--- src/rtl/qtz_seq_ctrl.sv ---
// Quantizer segment sequencer: walks one hypervector through a run-time length
// of segments with back-pressure, optional output buffering, and abort.
module qtz_seq_ctrl #(
    parameter int SEQ_CYCLE_COUNT = 4,
    parameter int CTR_W           = $clog2(SEQ_CYCLE_COUNT),
    parameter int BUF_STAGES      = 1
) (
    input  logic             clk,
    input  logic             nrst,
    input  logic             en,
    input  logic             start_mapping,
    input  logic             abort,
    input  logic [CTR_W:0]   seg_count,
    input  logic             out_ready,
    output logic [CTR_W-1:0] ctr,
    output logic             mapping_hv_segment,
    output logic             seg_last,
    output logic             mapping_done,
    output logic             busy
);

    typedef enum logic [1:0] {
        S_IDLE,
        S_MAP,
        S_BUFFER,
        S_MAP_DONE
    } state_t;

    localparam logic [CTR_W:0] MAX_LEN  = (CTR_W + 1)'(SEQ_CYCLE_COUNT);
    localparam logic [CTR_W:0] LEN_ONE  = (CTR_W + 1)'(1);
    localparam logic [2:0]     BUF_LAST = 3'((BUF_STAGES == 0) ? 0 : BUF_STAGES - 1);

    state_t           state, state_nxt;
    logic [CTR_W-1:0] ctr_q, ctr_nxt;
    logic [CTR_W:0]   len_q, len_nxt;
    logic [2:0]       buf_cnt, buf_cnt_nxt;

    logic start;
    logic fire;
    logic at_last;

    assign start   = start_mapping && en && !abort;
    assign fire    = (state == S_MAP) && en && out_ready;
    assign at_last = ({1'b0, ctr_q} == (len_q - LEN_ONE));

    always_ff @(posedge clk or negedge nrst) begin
        if (!nrst) begin
            state   <= S_IDLE;
            ctr_q   <= '0;
            len_q   <= MAX_LEN;
            buf_cnt <= '0;
        end else begin
            state   <= state_nxt;
            ctr_q   <= ctr_nxt;
            len_q   <= len_nxt;
            buf_cnt <= buf_cnt_nxt;
        end
    end

    always_comb begin
        state_nxt   = state;
        ctr_nxt     = ctr_q;
        len_nxt     = len_q;
        buf_cnt_nxt = buf_cnt;

        case (state)
            S_IDLE, S_MAP_DONE: begin
                if (start) begin
                    state_nxt   = S_MAP;
                    ctr_nxt     = '0;
                    buf_cnt_nxt = '0;
                    len_nxt     = (seg_count == '0 || seg_count > MAX_LEN) ? MAX_LEN : seg_count;
                end else if (state == S_MAP_DONE) begin
                    state_nxt = S_IDLE;
                end
            end
            S_MAP: begin
                // A stall (en or out_ready low) holds ctr so no position is lost
                if (fire) begin
                    if (at_last) begin
                        ctr_nxt   = '0;
                        state_nxt = (BUF_STAGES == 0) ? S_MAP_DONE : S_BUFFER;
                    end else begin
                        ctr_nxt = ctr_q + CTR_W'(1);
                    end
                end
            end
            S_BUFFER: begin
                if (en) begin
                    if (buf_cnt == BUF_LAST) begin
                        state_nxt   = S_MAP_DONE;
                        buf_cnt_nxt = '0;
                    end else begin
                        buf_cnt_nxt = buf_cnt + 3'd1;
                    end
                end
            end
            default: state_nxt = S_IDLE;
        endcase

        if (abort) begin
            state_nxt   = S_IDLE;
            ctr_nxt     = '0;
            buf_cnt_nxt = '0;
        end
    end

    assign ctr                = ctr_q;
    assign mapping_hv_segment = (state == S_MAP);
    assign seg_last           = mapping_hv_segment && at_last;
    assign mapping_done       = (state == S_MAP_DONE);
    assign busy               = (state != S_IDLE);

endmodule

--- config.mk ---
export PLATFORM = sky130hd
export DESIGN_NAME = qtz_seq_ctrl
export DESIGN_NICKNAME = d
export VERILOG_FILES = /design/src/rtl/qtz_seq_ctrl.sv
export SDC_FILE = /design/constraint.sdc
export NUM_CORES = 1
export LEC_CHECK = 0
export ABC_AREA = 1
export CAP_MARGIN = 15
export CORE_ASPECT_RATIO = 0.8
export CORE_MARGIN = 2
export CORE_UTILIZATION = 40
export DETAILED_ROUTE_END_ITERATION = 16
export PLACE_DENSITY = 0.75
export SLEW_MARGIN = 20
export SYNTH_ARGS = -nofsm -noshare
export SYNTH_HDL_FRONTEND = slang
export SYNTH_SLANG_ARGS = --single-unit
--- constraint.sdc ---
create_clock -name clk -period 2.5 [get_ports clk]
set_input_delay 0.25 -clock clk [delete_from_list [all_inputs] [get_ports clk]]
set_output_delay 0.25 -clock clk [all_outputs]
set_load 0.005 [all_outputs]
==> run_results.csv, run 1 <==
group,metric,value,unit
power,powerDensity,990,nW/um2
cts,cts_setup_buffers,0,
placement,place_area,928,um2
layout,seq_area,251,um2
worst_setup_path,r2r_setup_slack,0.92,ns
die,fp.dieW,52.7,um
layout,areaGrowthSynthToFinish,27.2,%
worst_setup_path,critical_path.startpoint_type,"flip-flop",
cts,clkSlewWorstSetupHoldPaths,0.08,ns
global_routing,grtUsageTotal,16.3,%
placement,place_inst,138,
global_routing,grt_first_pass_wirelength,2680,um
worst_setup_path,cp.required,2.25,ns
cts,root_buffer,"clkbuf_4",
sta,hold_viol_final,0,
power,p_leak,0.498,nW
sta,worst_slack,0.301,ns
layout,multi_input_area,439,um2
worst_setup_path,critical_path.reg2reg.startpoint,"state[0]",
routing,vias_per_cell,4.65,
global_routing,first_global_vias,633,
worst_setup_path,worst-path-max-fanout,3,
cts,cts_sinks,10,
cts,clk-insertion-delay-late,0.27,ns
worst_hold_path,min_path_type,"input port to asynchronous set/reset pin",
logic_synthesis,yosysSeqAreaShare,33.2,%
worst_setup_path,cp_top_family,"buffers and inverters",
routing,drt_iter0_drc,7,
worst_setup_path,crit_start,"len_q[0]",
placement,gp_congestion,0.797,
power,finalPower,0.955,mW
sta,worstMarginPinSlew,0.477,ns
worst_setup_path,timing.rr.end,"len_q[0]",
layout,final_cell_mix,"nand2_1, inv_1, clkdlybuf4s50_1",
global_routing,antenna_found_initial,0,
placement,portBuffers,14,
worst_setup_path,cp.arrival,1.95,ns
die,die_area,2260,um2
layout,final_common_cell,"nand2_1",
sta,timing.final.crit_share,88.0,%
layout,instances_no_fill,142,
worst_setup_path,slowest_delay,0.50,ns
global_routing,grt-ovfl-total,0,
logic_synthesis,synth.avg_cell_area,7.58,um2
sta,max_slew_margin,68.1,%
cts,cts_tree,"built",
die,start_util,41.2,%
worst_setup_path,cp.buffers_inverters,3,
routing,wire_per_inst,10.2,um
sta,setup_viol,0,
run,maxCapViolations,0,
die,rows,14,
logic_synthesis,synthesis.nets,117,
logic_synthesis,synth_seq_cells,10,
sta,fin_worst_skew,0.0101,ns
worst_setup_path,crit_path_top_delay_cell,"clkdlybuf4s50_1",
layout,fin_util,52.4,%
layout,final_nets,136,
sta,fin_crit,2.20,ns
routing,drc,0,
global_routing,grt_max_degree,11,
die,die_h,42.9,um
routing,ant_nets,0,
run_status,outcome,"finished clean",
routing,first_pass_iters,4,
worst_setup_path,crit_path_end_kind,"output pin",
worst_setup_path,ff2ff_path_depth,7,
layout,nFillCells,191,
cts,cts_htree_levels,1,
cts,cts_buffer_depth,2,
worst_setup_path,path_class,"flip-flop to output pin",
sta,maxSlewViolCount,0,
sta,fin_tns_setup,0,ns
cts,numCtsBuffers,3,
placement,pre_cts_ws,0.586,ns
power,vdd_drop_max,0.519,mV
placement,dp_hpwl,1200,um
layout,diodes,0,
worst_setup_path,worstPathCellList,"inv_1, ha_1, nand2_1, inv_1, nor2_1, nand3_1, nor2_1, clkdlybuf4s50_1",
cts,cts_hold_buf,0,
logic_synthesis,synth_cell_types,19,
routing,vias,661,
logic_synthesis,synth_warnings,0,
die,ioPinCount,15,
sta,fmax,455,MHz
sta,whs,0.295,ns
sta,rsz0062_at_grt,"false",
logic_synthesis,syn_area,758,um2
layout,layout-drive-gt1-share,19.5,%
cts,cts-resized-gates,0,
die,core,1840,um2
logic_synthesis,synth_cells,100,
layout,final_area,965,um2
routing,wirelength,1450,um
-- worst max path at each step --
stage | to | slack [ns] | cells past startpoint
after global routing | seg_last | 0.11 | 8
after CTS | seg_last | 0.28 | 8
after floorplan | buf_cnt[0] | 1.13 | 8
final | seg_last | 0.30 | 8
after global placement | seg_last | 0.63 | 8
after detailed placement | seg_last | 0.59 | 8
-- sequential cells by signal (all words and copies together) (netlist names) --
register	flops
buf_cnt	3
state	2
ctr	2
len_q	3
-- cell families (layout without fill, tap and decap cells) --
group	Yosys count	in the layout	share of synthesized area, %
buffers and inverters	18	36	8.91
xor gates and xnor gates	2	2	2.31
AOI/OAI and AO/OA	6	6	4.46
adders and majority gates	8	8	13.2
and+or+nand+nor	56	56	38.0
DFF	10	10	33.2
-- final cells by class --
class	instances	share of cell area (%)
clock buffers	4	3.76
inverters	18	7.00
multi-input cells	72	45.5
flip-flops and latches	10	26.1
well taps	24	3.11
repair buffers	14	14.5
-- Yosys cell counts (all sizes together) --
| cell type | n | area [um2] |
|---|---|---|
| nand2 | 29 | 124 |
| inv | 18 | 67.6 |
| nor2 | 14 | 67.6 |
| nand3 | 10 | 75.1 |
| dfrtp | 9 | 225 |
| ha | 8 | 100 |
| o21ai | 5 | 25.0 |
| nand3b | 2 | 15.0 |
| a21oi | 1 | 8.76 |
| dfstp | 1 | 26.3 |
| or2 | 1 | 6.26 |
| xnor2 | 1 | 8.76 |
| xor2 | 1 | 8.76 |
-- layer usage --
layer  vias to the layer above  wire (um)  global-route usage (%)
li1                        347          -                       -
met2                        12        713                    24.3
met5                         -          0                       0
met1                       300        665                    20.8
met3                         2         64                    6.69
met4                         0         11                    6.67
-- power breakdown --
group | switching (mW) | leakage, nW | internal [mW] | total, mW
clock | 0.0626 | 0.0210 | 0.0886 | 0.151
combinational | 0.299 | 0.345 | 0.235 | 0.534
sequential | 0.0476 | 0.132 | 0.222 | 0.270
total | 0.409 | 0.498 | 0.546 | 0.955
Power figures use the tool's default switching activity.
==> run 2, diff against run 1 <==
- CORE_UTILIZATION: 40 -> 45
- PLACE_DENSITY: 0.75 -> 0.82
==> run 2 against run 1 <==
Against the previous run:
- combinational power barely moved
- sequential share of layout area increased by 0.068 points
- critical path depth stayed put
- clock skew down 0.0080 ns
- via count fell by 3.9%
- fmax is 1.4% higher
- die area decreased by 10%
- worst setup slack improved by 0.030 ns
- critical endpoint unchanged
- largest cell class unchanged
- largest power group unchanged
- highest routed layer unchanged
==> run_results.csv, run 2 (same netlist as run 1, synthesis figures left out) <==
group,metric,value,unit
power,p_seq_share,28.3,%
die,fp.dieW,49.9,um
layout,diodes,0,
power,p_leak,0.498,nW
global_routing,grt_max_degree,11,
sta,maxSlewViolCount,0,
routing,wirelength,1460,um
cts,clkSlewWorstSetupHoldPaths,0.07,ns
cts,cts_tree,"built",
routing,drc,0,
run_status,outcome,"finished clean",
cts,cts_setup_buffers,0,
cts,root_buffer,"clkbuf_4",
sta,timing.final.crit_share,86.8,%
cts,cts_buffer_depth,2,
die,die_h,40.7,um
worst_setup_path,slowest_delay,0.50,ns
power,comb_power_share,56.3,%
die,core,1610,um2
worst_setup_path,critical_path.startpoint_type,"flip-flop",
worst_setup_path,cp.arrival,1.92,ns
worst_setup_path,cp.buffers_inverters,3,
routing,drt_iter0_drc,8,
cts,clk-insertion-delay-late,0.26,ns
power,swShare,42.7,%
placement,gp_congestion,0.778,
layout,final_common_cell,"nand2_1",
sta,hold_viol_final,0,
placement,dp_hpwl,1180,um
sta,fin_crit,2.17,ns
die,ioPinCount,15,
power,p_clk_share,15.4,%
routing,vias_per_cell,4.54,
power,vdd_drop_max,0.609,mV
global_routing,antenna_found_initial,0,
die,start_util,47.1,%
sta,rsz0062_at_grt,"false",
cts,cts-resized-gates,0,
routing,first_pass_iters,4,
die,rows,13,
routing,vias,635,
global_routing,first_global_vias,582,
die,die_area,2030,um2
layout,areaGrowthSynthToFinish,26.9,%
global_routing,grt-ovfl-total,0,
sta,fmax,461,MHz
cts,cts_htree_levels,1,
run,maxCapViolations,0,
cts,cts_sinks,10,
worst_setup_path,cp_top_family,"buffers and inverters",
worst_setup_path,cp.required,2.25,ns
layout,final_nets,136,
sta,fin_worst_skew,0.00216,ns
layout,nFillCells,135,
cts,numCtsBuffers,3,
sta,max_slew_margin,70.2,%
sta,setup_viol,0,
routing,ant_nets,0,
power,finalPower,0.953,mW
worst_setup_path,worstPathCellList,"inv_1, ha_1, nand2_1, inv_1, nor2_1, nand3_1, nor2_1, clkdlybuf4s50_1",
power,power.switching,0.407,mW
worst_setup_path,path_class,"flip-flop to output pin",
placement,portBuffers,14,
worst_setup_path,worst-path-max-fanout,3,
sta,fin_tns_setup,0,ns
routing,wire_per_inst,10.4,um
power,powerDensity,991,nW/um2
power,intPower,0.547,mW
layout,final_cell_mix,"nand2_1, inv_1, clkdlybuf4s50_1",
layout,layout-drive-gt1-share,19.5,%
worst_setup_path,crit_path_end_kind,"output pin",
global_routing,grt_first_pass_wirelength,2470,um
worst_setup_path,crit_path_top_delay_cell,"clkdlybuf4s50_1",
layout,reg_top3,"buf_cnt (3), len_q (3)",
cts,cts_hold_buf,0,
worst_hold_path,min_path_type,"input port to asynchronous set/reset pin",
global_routing,grtUsageTotal,17.0,%
sta,worstMarginPinSlew,0.446,ns
## run 2: cell counts in the layout (fill, tap and decap cells not counted)
Identical to the previous run, type by type.
## run 2: power by group through the flow
| stage | registers (mW) | clock network, mW | logic [mW] |
|---|---|---|---|
| floorplan | 0.264 | 0 | 0.382 |
| global placement | 0.269 | 0 | 0.523 |
| detailed placement | 0.272 | 0 | 0.538 |
| CTS | 0.269 | 0.149 | 0.542 |
| global route | 0.282 | 0.159 | 0.622 |
| finish | 0.269 | 0.147 | 0.537 |
## run 2: final timing paths
kind | start | end | slack, ns | depth (start not counted)
max | len_q[0] | seg_last | 0.33 | 8
min | nrst | ctr[1] | 0.29 | 1
max reg2reg | state[0] | ctr[1] | 0.93 | 9
min reg2reg | len_q[2] | len_q[2] | 0.50 | 2
max in group asynchronous | nrst | len_q[2] | 1.87 | 1
min in group clk | len_q[2] | len_q[2] | 0.50 | 2
## run 2: through the flow
stage	std cells	utilization [%]	setup slack, ns	hold WS [ns]	cell area [um2]
floorplan	100	-	1.13	-0.0456	758
detailed placement	136	57.5	0.620	0.495	926
global placement	136	57.5	0.645	0.474	926
finish	140	59.8	0.330	0.292	962
CTS	140	59.8	0.316	0.308	962
global route	140	59.8	0.192	0.327	962
## run 2: metal layers
layer | wire length, um | GRT usage [%]
met2 | 617 | 26.7
met4 | 29 | 10.4
met5 | 0 | 0
met3 | 87 | 2.19
met1 | 721 | 23.0
## run 2: final cells by class
cell class	count	area, um2	share of cell area, %
multi-input combinational	72	439	45.6
tap	22	27.5	2.86
timing repair buffer	14	140	14.6
inverter	18	67.6	7.02
sequential	10	251	26.1
clock buffer	4	36.3	3.77
==> run 3, diff against run 2 <==
- CORE_ASPECT_RATIO: 0.8 -> default
==> run 3 against run 2 <==
Against the previous run:
- sequential power about the same
- clock skew hardly changed
- global-route usage rose by 0.14 points
- count of clock-buffer cells in the layout is the same
- cell count is 4.3% lower
- critical path type unchanged
- sequential share of layout area rose by 0.21 points
- first-iteration DRC count rose by 25%
- critical path depth did not move
- flip-flop and latch count unchanged
- non-clock buffer count stayed put
- die area about the same
- worst setup slack got worse by 0.011 ns
==> run_results.csv, run 3 (same netlist as run 1, synthesis figures left out) <==
group,metric,value,unit
die,rows,14,
routing,vias_per_cell,4.90,
worst_setup_path,r2r_setup_slack,0.94,ns
layout,reg_top3,"buf_cnt (3), len_q (3)",
routing,wire_per_inst,11.2,um
global_routing,antenna_found_initial,0,
routing,drc,0,
power,powerDensity,1010,nW/um2
placement,portBuffers,14,
cts,clkSlewWorstSetupHoldPaths,0.07,ns
power,power.switching,0.414,mW
sta,hold_viol_final,0,
placement,gp_congestion,0.800,
cts,root_buffer,"clkbuf_4",
layout,fin_util,61.9,%
sta,setup_viol,0,
cts,cts_setup_buffers,0,
routing,first_pass_iters,5,
global_routing,grt_first_pass_wirelength,2460,um
power,p_seq_share,27.8,%
worst_setup_path,cp_top_family,"buffers and inverters",
worst_setup_path,cp.arrival,1.93,ns
power,p_leak,0.498,nW
power,intPower,0.547,mW
cts,cts-resized-gates,0,
worst_setup_path,cp.required,2.25,ns
worst_setup_path,critical_path.startpoint_type,"flip-flop",
layout,nFillCells,132,
power,swShare,43.1,%
cts,cts_tree,"built",
run_status,outcome,"finished clean",
worst_setup_path,slowest_delay,0.50,ns
worst_setup_path,crit_path_top_delay_cell,"clkdlybuf4s50_1",
routing,wirelength,1500,um
global_routing,grt-ovfl-total,0,
global_routing,grtUsageTotal,17.1,%
die,ioPinCount,15,
worst_setup_path,crit_path_end_kind,"output pin",
layout,instances_no_fill,134,
run,maxCapViolations,0,
die,die_h,45.1,um
cts,cts_sinks,10,
sta,rsz0062_at_grt,"false",
power,vdd_drop_max,0.603,mV
worst_setup_path,worst-path-max-fanout,3,
layout,final_nets,136,
sta,fin_tns_setup,0,ns
routing,drt_iter0_drc,10,
worst_setup_path,ff2ff_path_depth,7,
worst_setup_path,crit_start,"len_q[0]",
placement,place_area,918,um2
placement,place_inst,130,
sta,worstMarginPinSlew,0.485,ns
sta,timing.final.crit_share,87.2,%
cts,cts_hold_buf,0,
die,start_util,49.2,%
worst_setup_path,timing.rr.end,"len_q[0]",
cts,cts_buffer_depth,2,
cts,numCtsBuffers,3,
layout,final_common_cell,"nand2_1",
die,fp.dieW,45.1,um
layout,diodes,0,
sta,fin_crit,2.18,ns
worst_setup_path,worstPathCellList,"inv_1, ha_1, nand2_1, inv_1, nor2_1, nand3_1, nor2_1, clkdlybuf4s50_1",
global_routing,grt_max_degree,11,
layout,final_cell_mix,"nand2_1, inv_1, clkdlybuf4s50_1",
routing,vias,657,
layout,layout-drive-gt1-share,19.5,%
cts,clk-insertion-delay-late,0.27,ns
sta,fmax,459,MHz
routing,ant_nets,0,
die,die_area,2030,um2
worst_hold_path,min_path_type,"input port to asynchronous set/reset pin",
sta,max_slew_margin,67.6,%
power,p_clk_share,15.4,%
die,core,1540,um2
layout,final_area,955,um2
sta,maxSlewViolCount,0,
worst_setup_path,cp.buffers_inverters,3,
worst_setup_path,cp_num_cells,8,
worst_setup_path,path_class,"flip-flop to output pin",
placement,dp_hpwl,1160,um
worst_setup_path,crit_path_end,"seg_last",
worst_setup_path,critical_path.reg2reg.startpoint,"state[1]",
power,comb_power_share,56.7,%
sta,fin_worst_skew,0.00242,ns
layout,areaGrowthSynthToFinish,25.9,%
cts,cts_htree_levels,1,
global_routing,first_global_vias,602,
-- run 3: cell counts in the layout (fill, tap and decap cells not counted) --
Identical to the previous run, type by type.
-- run 3: area by class of cell --
class | instances | area, um2 | share of cell area, %
Clock buffer | 4 | 36.3 | 3.80
Inverter | 18 | 67.6 | 7.08
Multi-Input combinational cell | 72 | 439 | 46.0
Sequential cell | 10 | 251 | 26.3
Tap cell | 16 | 20.0 | 2.10
Timing Repair Buffer | 14 | 140 | 14.7
-- run 3: metrics by stage --
step | hold slack [ns] | worst slack (ns) | power [mW]
floorplan | -0.0456 | 1.13 | 0.645
global placement | 0.473 | 0.639 | 0.785
detailed placement | 0.489 | 0.609 | 0.809
CTS | 0.318 | 0.302 | 0.964
global route | 0.333 | 0.165 | 1.06
finish | 0.308 | 0.319 | 0.961
-- run 3: worst reg2reg max path: stages, from the launching register on --
cell	delay (ns)
dfrtp_1	0.41
inv_1	0.08
ha_1	0.35
nor2_2	0.16
nand3_1	0.19
inv_2	0.13
nand3b_1	0.07
o21ai_1	0.10
-- run 3: how the worst min path moves through the flow --
stage	endpoint	slack, ns	cells after the start
6_report	buf_cnt[1]	0.31	1
3_3_place_gp	len_q[2]	0.47	2
2_1_floorplan	buf_cnt[0]	-0.05	0
4_1_cts	state[1]	0.32	1
3_5_place_dp	len_q[2]	0.49	2
5_1_grt	state[0]	0.33	1
-- run 3: power groups by stage --
stage | registers [mW] | logic [mW] | clock network [mW]
2_1_floorplan | 0.264 | 0.382 | 0
3_3_place_gp | 0.268 | 0.517 | 0
3_5_place_dp | 0.272 | 0.537 | 0
4_1_cts | 0.268 | 0.545 | 0.151
5_1_grt | 0.275 | 0.623 | 0.160
6_report | 0.268 | 0.546 | 0.148
-- run 3: per-layer routing --
layer / share of wire, % / routed length [um] / GRT usage [%] / vias up
li1: - / - / - / 345
met3: 4.0 / 60 / 3.60 / 4
met1: 48 / 722 / 21.2 / 293
met5: 0 / 0 / 0 / -
met2: 46 / 693 / 27.7 / 15
met4: 1.5 / 22 / 9.41 / 0
